## config.mk

```make
export PLATFORM = sky130hd
export DESIGN_NAME = palette_lut_banked_flat
export DESIGN_NICKNAME = d
export VERILOG_FILES = /design/src/rtl/palette_lut_banked_if.sv /design/src/rtl/palette_lut_banked.sv /design/src/flat_wrapper.sv
export SDC_FILE = /design/constraint.sdc
export NUM_CORES = 1
export LEC_CHECK = 0
export BUFFER_PORTS_ARGS = -buffer_cell sky130_fd_sc_hd__buf_4
export CAP_MARGIN = 0
export CORE_ASPECT_RATIO = 0.6
export CORE_MARGIN = 3
export CORE_UTILIZATION = 50
export CTS_BUF_LIST = sky130_fd_sc_hd__clkbuf_2
export CTS_CLUSTER_SIZE = 40
export DETAILED_ROUTE_END_ITERATION = 8
export PLACE_DENSITY = 0.64
export SYNTH_ARGS = -nofsm -noshare
export SYNTH_HDL_FRONTEND = slang
export SYNTH_SLANG_ARGS = --single-unit
```

## constraint.sdc

```tcl
create_clock -name clk -period 5.99 [get_ports clk]
set_input_delay 1.198 -clock clk [delete_from_list [all_inputs] [get_ports clk]]
set_output_delay 1.198 -clock clk [all_outputs]
set_load 0.03 [all_outputs]
```

## src/rtl/palette_lut_banked_if.sv

```systemverilog
// rtl/palette_lut_banked_if.sv - lookup, write and output bundle for the banked palette
// Purpose: groups every non-clock signal of palette_lut_banked.
// Ports (master = pixel source / loader, slave = palette):
//   pix_valid, pix_index, bank_sel, frame_tick, flash_en, bright   lookup side
//   wr_en, wr_bank, wr_index, wr_rgb                                 entry write side
//   out_valid, red, green, blue, flash_phase                         palette results
interface palette_lut_banked_if #(
    parameter int INDEX_W   = 5,
    parameter int CH_W      = 4,
    parameter int NUM_BANKS = 2
);
    localparam int BANK_W = (NUM_BANKS > 2) ? $clog2(NUM_BANKS) : 1;

    logic                pix_valid;
    logic [INDEX_W-1:0]  pix_index;
    logic [BANK_W-1:0]   bank_sel;
    logic                frame_tick;
    logic                flash_en;
    logic [CH_W-1:0]     bright;
    logic                wr_en;
    logic [BANK_W-1:0]   wr_bank;
    logic [INDEX_W-1:0]  wr_index;
    logic [3*CH_W-1:0]   wr_rgb;
    logic                out_valid;
    logic [CH_W-1:0]     red;
    logic [CH_W-1:0]     green;
    logic [CH_W-1:0]     blue;
    logic                flash_phase;

    modport master (
        output pix_valid, pix_index, bank_sel, frame_tick, flash_en, bright,
        output wr_en, wr_bank, wr_index, wr_rgb,
        input  out_valid, red, green, blue, flash_phase
    );

    modport slave (
        input  pix_valid, pix_index, bank_sel, frame_tick, flash_en, bright,
        input  wr_en, wr_bank, wr_index, wr_rgb,
        output out_valid, red, green, blue, flash_phase
    );
endinterface

```

## src/rtl/palette_lut_banked.sv

```systemverilog
// rtl/palette_lut_banked.sv - multi-bank runtime-writable colour palette with fade and flash
// Purpose: maps a palette index to 12-bit RGB through a 2-cycle pipeline. Stage 1 captures
//   the request and the effective bank (flash bank while flashing), stage 2 reads the entry,
//   applies the global brightness scale and registers the colour. Entries are written through
//   a single-cycle write port; a read of an entry on the edge it is written returns the old value.
// Ports:
//   clk    in  rising-edge clock
//   rst_n  in  asynchronous active-low reset
//   bus    palette_lut_banked_if.slave (lookup, write, colour outputs, flash phase)
module palette_lut_banked #(
    parameter int INDEX_W      = 5,
    parameter int CH_W         = 4,
    parameter int NUM_BANKS    = 2,
    parameter int FLASH_BANK   = 1,
    parameter int FLASH_FRAMES = 8
) (
    input  logic                  clk,
    input  logic                  rst_n,
    palette_lut_banked_if.slave   bus
);
    localparam int BANK_W   = (NUM_BANKS > 2) ? $clog2(NUM_BANKS) : 1;
    localparam int NB2      = 2 ** BANK_W;
    localparam int ENTRIES  = 2 ** INDEX_W;
    localparam int RGB_W    = 3 * CH_W;
    localparam int CNT_W    = (FLASH_FRAMES > 2) ? $clog2(FLASH_FRAMES) : 1;
    localparam logic [CNT_W-1:0] CNT_LAST = CNT_W'(FLASH_FRAMES - 1);

    // One bit per addressable bank code: set only for banks that actually exist.
    function automatic logic [NB2-1:0] bank_mask_f();
        logic [NB2-1:0] m;
        for (int i = 0; i < NB2; i++) begin
            m[i] = (i < NUM_BANKS);
        end
        return m;
    endfunction
    localparam logic [NB2-1:0] BANK_MASK = bank_mask_f();

    // (c * (bright+1)) >> CH_W at 2*CH_W+1 bits; all-ones brightness passes c unchanged.
    function automatic logic [CH_W-1:0] scale_f(input logic [CH_W-1:0] c,
                                                 input logic [CH_W-1:0] b);
        logic [2*CH_W:0] p;
        p = (2*CH_W+1)'(c) * ((2*CH_W+1)'(b) + (2*CH_W+1)'(1));
        return p[2*CH_W-1:CH_W];
    endfunction

    typedef enum logic {PHASE0, PHASE1} phase_t;

    phase_t              state;
    phase_t              state_next;
    logic [CNT_W-1:0]    cnt;
    logic [CNT_W-1:0]    cnt_next;
    logic                flash_phase;

    logic [RGB_W-1:0]    mem [NB2][ENTRIES];

    logic                s1_valid;
    logic [INDEX_W-1:0]  s1_index;
    logic [BANK_W-1:0]   s1_bank;
    logic [CH_W-1:0]     s1_bright;
    logic [BANK_W-1:0]   eff_bank;
    logic [RGB_W-1:0]    rd_rgb;

    logic                out_valid;
    logic [CH_W-1:0]     red;
    logic [CH_W-1:0]     green;
    logic [CH_W-1:0]     blue;

    // Flash phase FSM: counts frame ticks while enabled, toggles every FLASH_FRAMES ticks.
    always_ff @(posedge clk or negedge rst_n) begin
        if (!rst_n) begin
            state <= PHASE0;
            cnt   <= '0;
        end else begin
            state <= state_next;
            cnt   <= cnt_next;
        end
    end

    always_comb begin
        state_next = state;
        cnt_next   = cnt;
        if (!bus.flash_en) begin
            state_next = PHASE0;
            cnt_next   = '0;
        end else if (bus.frame_tick) begin
            if (cnt == CNT_LAST) begin
                cnt_next   = '0;
                state_next = (state == PHASE0) ? PHASE1 : PHASE0;
            end else begin
                cnt_next = cnt + 1'b1;
            end
        end
    end

    assign flash_phase = (state == PHASE1);

    // The bank is frozen at capture so in-flight pixels are unaffected by flash changes.
    assign eff_bank = (bus.flash_en && flash_phase) ? BANK_W'(FLASH_BANK) : bus.bank_sel;

    // Palette storage. Writes to non-existent banks are dropped, so those rows stay zero.
    always_ff @(posedge clk or negedge rst_n) begin
        if (!rst_n) begin
            for (int b = 0; b < NB2; b++) begin
                for (int i = 0; i < ENTRIES; i++) begin
                    mem[b][i] <= '0;
                end
            end
        end else if (bus.wr_en && BANK_MASK[bus.wr_bank]) begin
            mem[bus.wr_bank][bus.wr_index] <= bus.wr_rgb;
        end
    end

    // Stage 1: request capture.
    always_ff @(posedge clk or negedge rst_n) begin
        if (!rst_n) begin
            s1_valid  <= 1'b0;
            s1_index  <= '0;
            s1_bank   <= '0;
            s1_bright <= '0;
        end else begin
            s1_valid  <= bus.pix_valid;
            s1_index  <= bus.pix_index;
            s1_bank   <= eff_bank;
            s1_bright <= bus.bright;
        end
    end

    // Read sees the pre-write contents because the write lands on the same edge.
    always_comb begin
        rd_rgb = '0;
        if (BANK_MASK[s1_bank]) begin
            rd_rgb = mem[s1_bank][s1_index];
        end
    end

    // Stage 2: scale and register; colour holds while no valid lookup arrives.
    always_ff @(posedge clk or negedge rst_n) begin
        if (!rst_n) begin
            out_valid <= 1'b0;
            red       <= '0;
            green     <= '0;
            blue      <= '0;
        end else begin
            out_valid <= s1_valid;
            if (s1_valid) begin
                red   <= scale_f(rd_rgb[3*CH_W-1:2*CH_W], s1_bright);
                green <= scale_f(rd_rgb[2*CH_W-1:CH_W],   s1_bright);
                blue  <= scale_f(rd_rgb[CH_W-1:0],        s1_bright);
            end
        end
    end

    assign bus.out_valid   = out_valid;
    assign bus.red         = red;
    assign bus.green       = green;
    assign bus.blue        = blue;
    assign bus.flash_phase = flash_phase;
endmodule

```

## src/flat_wrapper.sv

```systemverilog
// flat-port wrapper written by rule: the top's interface ports become plain ports
module palette_lut_banked_flat 
#(
    parameter int INDEX_W      = 5,
    parameter int CH_W         = 4,
    parameter int NUM_BANKS    = 2,
    parameter int FLASH_BANK   = 1,
    parameter int FLASH_FRAMES = 8
)
  (clk, rst_n, bus_pix_valid, bus_pix_index, bus_bank_sel, bus_frame_tick, bus_flash_en, bus_bright, bus_wr_en, bus_wr_bank, bus_wr_index, bus_wr_rgb, bus_out_valid, bus_red, bus_green, bus_blue, bus_flash_phase);
  palette_lut_banked_if #(.INDEX_W(INDEX_W), .CH_W(CH_W), .NUM_BANKS(NUM_BANKS)) bus_i ();
  input  logic clk;
  input  logic rst_n;
  input wire logic [$bits(bus_i.pix_valid)-1:0] bus_pix_valid;
  input wire logic [$bits(bus_i.pix_index)-1:0] bus_pix_index;
  input wire logic [$bits(bus_i.bank_sel)-1:0] bus_bank_sel;
  input wire logic [$bits(bus_i.frame_tick)-1:0] bus_frame_tick;
  input wire logic [$bits(bus_i.flash_en)-1:0] bus_flash_en;
  input wire logic [$bits(bus_i.bright)-1:0] bus_bright;
  input wire logic [$bits(bus_i.wr_en)-1:0] bus_wr_en;
  input wire logic [$bits(bus_i.wr_bank)-1:0] bus_wr_bank;
  input wire logic [$bits(bus_i.wr_index)-1:0] bus_wr_index;
  input wire logic [$bits(bus_i.wr_rgb)-1:0] bus_wr_rgb;
  output wire logic [$bits(bus_i.out_valid)-1:0] bus_out_valid;
  output wire logic [$bits(bus_i.red)-1:0] bus_red;
  output wire logic [$bits(bus_i.green)-1:0] bus_green;
  output wire logic [$bits(bus_i.blue)-1:0] bus_blue;
  output wire logic [$bits(bus_i.flash_phase)-1:0] bus_flash_phase;
  assign bus_i.pix_valid = bus_pix_valid;
  assign bus_i.pix_index = bus_pix_index;
  assign bus_i.bank_sel = bus_bank_sel;
  assign bus_i.frame_tick = bus_frame_tick;
  assign bus_i.flash_en = bus_flash_en;
  assign bus_i.bright = bus_bright;
  assign bus_i.wr_en = bus_wr_en;
  assign bus_i.wr_bank = bus_wr_bank;
  assign bus_i.wr_index = bus_wr_index;
  assign bus_i.wr_rgb = bus_wr_rgb;
  assign bus_out_valid = bus_i.out_valid;
  assign bus_red = bus_i.red;
  assign bus_green = bus_i.green;
  assign bus_blue = bus_i.blue;
  assign bus_flash_phase = bus_i.flash_phase;
  palette_lut_banked #(.INDEX_W(INDEX_W), .CH_W(CH_W), .NUM_BANKS(NUM_BANKS), .FLASH_BANK(FLASH_BANK), .FLASH_FRAMES(FLASH_FRAMES)) u_core (.clk(clk), .rst_n(rst_n), .bus(bus_i));
endmodule
```

==> metrics.txt, run 1 <==
non-filler instance count after layout 3791; Mapped Area 37900 um^2; total core area 74400 um^2; Avg Synthesized Cell Area 14.9 um^2; most frequent cells in the layout 793 x dfrtp_1, 786 x mux2_2, 278 x clkbuf_2; Post-synth EDFFs 0; Finished Cell Area 41100 um^2; detailed placement HPWL roughly 66 mm; routed metal-1 wirelength 49.4 mm; Detailed Route Iter0 Violations 2127; Setup TNS 0 ps; clock tree root buffer cell clkbuf_2; post-route setup slack ~420 ps; highest routing layer actually used met5; Placed Instance Area 39300 um^2; Final Critical Period around 5600 ps; I/O Buffers 47; Net count, final 2749; routed length per instance 27.5 um; class of the most critical setup path reg -> reg; count of pins over their slew limit 0; most common cell after layout, fill and taps aside dfrtp_1; commonest register cell after synthesis dfrtp_1; GRT Total Usage 26.9%; CTS tree built; RSZ-0062 raised after global routing no; worst slew pin tran 1120 ps; Clk Latency, worst-skew pair 1420 ps; CTS Buffer Depth 3; PwrDens 292 nW/um^2; setup repair bufs after CTS 0; WL final 104 mm; #FFs+latches synth 796; largest net degree at the start of global routing 185; vias in the first global route 24600; vias around 23000; Max VDD drop around 0.20 mV; die area 79300 um^2; share of layout cells above drive strength 1 50.4%; DRC Markers 0; Syn Nets 2632; Die Y 219 um; Min Hold Slack between 300 and 400 ps; status complete, no violations; sequential area share after synthesis 52.5%; Yosys warnings 0; initial antenna violation count 7; Routed met3 length between 7 and 8 mm; CP max FO 41; Tot Pwr about 12 mW; CTS H-tree lvls 4; Tcrit/Tclk final 92.9%; width of the die 362 um; Worst EP arrival just under 7000 ps; Worst Setup Start Kind register; DR vias/cell 6.19; post-synthesis cell count 2553; setup slack at placement between 400 and 500 ps; P_leak 19.5 nW; DRT antenna net count 0; Hold WC Path Type in -> async; Reg clk slew, reported paths 120 ps; Worst EP required approximately 7300 ps; CTS sink cnt between 700 and 800; Detailed Routing Iterations Pass 1 6; CP Capture Type register; Fmax 180 MHz; # Max-Cap Violations 0; area delta synth->final 8.39%; TritonCTS buffer count 186; routed wl met2 45.2 mm; starting density of the core 51.0%; placed cell count approximately 3500; Final Hold Violating Endpoints 0; Synth cell types 68; grt total ovfl 0; Layout Utilization 55.3%; first-pass GRT wire length between 150 and 200 mm; max_slew headroom 25.2%; Post-synth ARST share 100%; Clock Skew 57.8 ps; io pins 48; placer congestion estimate 0.852; # setup viols final 0; Rows 77
final cells by class:
type                            instances  area, um^2
Clock buffer                          278        1390
Sequential cell                       796       19900
Clock inverter                         40         233
Tap cell                              987        1230
Multi-Input combinational cell       1504       16800
Timing Repair Buffer                  155        1360
Fill cell                            6052       33300
Inverter                               27         101
Antenna cell                            4        10.0
worst max-delay path: stages, from the launching register on:
cell and delay, ps:
dfrtp_4 960, buf_12 280, buf_4 210, mux4_2 570
a311oi_1 280, a21oi_1 140, o22ai_1 410, or2_2 210
fa_1 430, fa_1 500, inv_1 50, ha_1 280
nand3_1 70, a211oi_1 370, a21oi_1 180, or3_1 400
nand4_1 80
per-layer routing:
metal	up-vias	GRT usage (%)
li1	9789	-
met1	12600	40.9
met2	863	38.8
met3	163	5.50
met4	2	8.57
met5	-	0
synth_stat cells, types with 5 or more instances:
library cell  number  area [um^2]
o22a_1             5         43.8
mux4_2           158         3560
nor3_1             8         40.0
ha_1              30          375
nand2b_1           6         37.5
mux2_2           786         8850
clkbuf_1         160          601
and3_1             9         56.3
mux2i_1           48          480
buf_6             14          158
a31oi_1            5         31.3
a211oi_1           6         45.0
nand4_1            8         50.1
nand3b_1           6         45.0
nor2_1            70          263
mux4_1            19          499
a22oi_1           15          113
nor2b_1           16          100
a31o_2             5         43.8
fa_1              15          300
buf_1             16         60.1
buf_4              8         60.1
dfrtp_1          796        19900
o22ai_1           20          125
or3_1             11         68.8
mux4_4             6          150
a22o_1             6         52.6
nor3b_1            8         60.1
and2_1            22          138
nand2_1           85          319
o2111ai_1          5         43.8
inv_1             27          101
xnor2_1            7         61.3
nand3_1           36          180
o221ai_1          15          131
a21oi_1            9         45.0
buf_2             22          110
flip-flops by register name (all words and copies together), names as in the netlist:
signal and flops:
u_core.cnt 3, u_core.bus.flash_phase 1, u_core.s1_bright 4, u_core.s1_bank 1
u_core.mem 768, u_core.bus.green 4, u_core.bus.blue 4, u_core.s1_index 5
u_core.bus.red 4, u_core.bus.out_valid 1, u_core.s1_valid 1
worst paths after layout:
path	from	endpoint	slack [ps]	cells after the start
max	u_core.s1_index[0]	u_core.bus.red[3]	420	16
min	rst_n	u_core.mem[318]	360	2
max reg2reg	u_core.s1_index[0]	u_core.bus.red[3]	420	16
min reg2reg	u_core.mem[70]	u_core.mem[70]	510	1
max in group asynchronous	rst_n	u_core.mem[113]	4120	3
min in group clk	bus_pix_index[1]	u_core.s1_index[1]	450	2
repair_timing:
action	4_1_cts	5_1_grt
endpoints found under the hold margin	75	0
hold buffers	15	0
gates resized for setup	0	0
where the power goes:
part           leakage, nW  total, mW  internal, mW  switching [mW]
logic                 7.70       2.00          1.06           0.935
clock network         1.27       3.54          1.35            2.20
registers             10.6       6.45          6.07           0.379
cells by family (layout without fill, tap and decap cells):
logic type	Yosys count	after routing	share of synthesized area, %
muxes	1017	1017	35.7
adders and majority gates	45	45	1.78
AOI/OAI and AO/OA	129	129	2.65
buffers and inverters	253	500	3.16
xor gates and xnor gates	11	11	0.254
and+or+nand+nor	302	302	3.92
DFF	796	796	52.5
other	0	4	0
Note: power is estimated with default switching activity, not from simulation.
==> run 2, diff against run 1 <==
--- a/config.mk
+++ b/config.mk
@@ -5,7 +5,6 @@
 export SDC_FILE = /design/constraint.sdc
 export NUM_CORES = 1
 export LEC_CHECK = 0
-export BUFFER_PORTS_ARGS = -buffer_cell sky130_fd_sc_hd__buf_4
 export CAP_MARGIN = 0
 export CORE_ASPECT_RATIO = 0.6
 export CORE_MARGIN = 3
@@ -13,7 +12,8 @@
 export CTS_BUF_LIST = sky130_fd_sc_hd__clkbuf_2
 export CTS_CLUSTER_SIZE = 40
 export DETAILED_ROUTE_END_ITERATION = 8
-export PLACE_DENSITY = 0.64
+export DONT_BUFFER_PORTS = 1
+export PLACE_DENSITY = 0.63
 export SYNTH_ARGS = -nofsm -noshare
 export SYNTH_HDL_FRONTEND = slang
 export SYNTH_SLANG_ARGS = --single-unit
==> metrics.txt, run 2 (synthesis results as in run 1) <==
Psw 3.50 mW; starting density of the core 51.0%; WP buf/inv 4; die area 79300 um^2; CP max-delay cell dfrtp_4; TritonCTS buffer count approximately 180; highest routing layer actually used met4; Sequential Power Share 54.9%; Final Critical Period 5590 ps; Int Pwr 8.33 mW; FF-to-FF setup slack 400 ps; DR vias/cell roughly 6.2; Switching Share 29.6%; worst r2r path cells 17; Tcrit/Tclk final 93.4%; Hold WC Path Type in -> reg; max_slew headroom 14.8%; area delta synth->final 7.83%; most common cell after layout, fill and taps aside dfrtp_1; worst slew pin tran 1280 ps; total core area about 74000 um^2; # setup viols final 0; Layout Utilization 55.0%; Reg clk slew, reported paths approximately 120 ps; vias in the first global route between 20000 and 25000; Max VDD drop 0.176 mV; share of layout cells above drive strength 1 49.8%; Detailed Route Iter0 Violations around 2200; Crit. Startpoint u_core.s1_bank; RSZ-0062 raised after global routing no; Top Registers u_core.mem x768, u_core.s1_index x5; width of the die 362 um; vias 23100; Largest register FFs 768; DRC Markers 0; CTS sink cnt 796; WL final 105 mm; setup repair bufs after CTS 0; count of pins over their slew limit 0; r2r endpoint u_core.bus.green[2]; io pins between 40 and 50; CTS H-tree lvls 4; CP Depth 17; GRT Total Usage between 20% and 30%; CP Capture Type register; routed length per instance 28.2 um; Final Hold Violating Endpoints 0; largest net degree at the start of global routing approximately 800; clock power share 28.7%; Cell Chain, Critical Path buf_12 > buf_12 > mux4_1 > nor3b_1 > a2111oi_0 > a31oi_1 > a211oi_1 > buf_4 > nand2_1 > fa_1 > fa_1 > inv_1 > ha_1 > or3_1 > a31o_2 > and2_1 > a221o_1; grt total ovfl 0; Routed met3 length 7.93 mm; # Max-Cap Violations 0; Largest Register u_core.mem; Worst EP arrival 6900 ps; combinational share of power 16.4%; Fillers 6101; Setup TNS 0 ps; Rows 77; routed wl met2 around 45 mm; placed cell count 3382; CP delay by family, top compound AO/OA/AOI/OAI gates; class of the most critical setup path reg -> reg; detailed placement HPWL 65.4 mm; P_leak 19.3 nW; status complete, no violations; Worst EP required 7300 ps; clock tree root buffer cell clkbuf_2; CP max FO 17; DRT antenna net count 0; I/O Buffers 0; Die Y around 220 um; non-filler instance count after layout approximately 3700; CTS tree built; CP endpoint u_core.bus.green[2]; placer congestion estimate 0.901; first-pass GRT wire length around 160 mm; Clock Skew 69.4 ps; Worst Setup Start Kind register; CTS Buffer Depth 3; PwrDens 289 nW/um^2; Detailed Routing Iterations Pass 1 5; R2R Path Start u_core.s1_bank; routed metal-1 wirelength roughly 49 mm; Crit path largest cell delay between 600 and 700 ps; Net count, final 2690; most frequent cells in the layout 793 x dfrtp_1, 786 x mux2_2, 260 x clkbuf_2; Clk Latency, worst-skew pair 1450 ps; initial antenna violation count 3; Fmax about 180 MHz
-- run 2: metrics by stage --
step / total power [mW] / setup slack (ps) / hold slack (ps) / area, um^2
after global routing: 12.5 / 239 / 130 / 40900
after detailed placement: 8.29 / 476 / 486 / 38800
final: 11.8 / 397 / 214 / 40900
after global placement: 8.19 / 592 / 480 / 38800
after floorplan: 7.82 / 854 / 352 / 37900
after CTS: 11.8 / 439 / -713 / 40800
-- run 2: how the worst min path moves through the flow --
stage	cells past startpoint	slack, ps	startpoint	endpoint
finish	2	210	bus_wr_rgb[2]	u_core.mem[386]
global route	2	130	bus_wr_rgb[10]	u_core.mem[574]
CTS	0	-710	rst_n	u_core.mem[732]
detailed placement	1	490	u_core.mem[377]	u_core.mem[377]
global placement	1	480	u_core.mem[749]	u_core.mem[749]
floorplan	0	350	u_core.s1_valid	u_core.bus.out_valid
-- run 2: area by class of cell --
class / instances / area, um^2 / share of cell area (%)
antenna: 1 / 2.50 / 0.00612
clock buffer: 260 / 1300 / 3.18
clock inverter: 46 / 220 / 0.539
inverter: 27 / 101 / 0.248
multi-input combinational: 1504 / 16900 / 41.3
sequential: 796 / 19900 / 48.7
tap: 987 / 1230 / 3.02
timing repair buffer: 99 / 1210 / 2.97
-- run 2: routing by layer --
metal | GRT usage, % | vias up
met5 | 0 | -
met4 | 9.82 | 0
met3 | 7.42 | 188
met2 | 38.6 | 806
met1 | 39.9 | 12500
li1 | - | 9677
-- run 2: timing repair --
item	4_1_cts	5_1_grt
endpoints found under the hold margin	1579	203
gates resized for setup	0	0
hold buffers	26	1
-- run 2: power groups by stage --
stage,Sequential (mW),Clock [mW],Combinational (mW)
6_report,6.49,3.39,1.94
5_1_grt,6.57,3.80,2.10
4_1_cts,6.48,3.52,1.83
3_5_place_dp,6.59,0,1.70
3_3_place_gp,6.55,0,1.65
2_1_floorplan,6.43,0,1.39
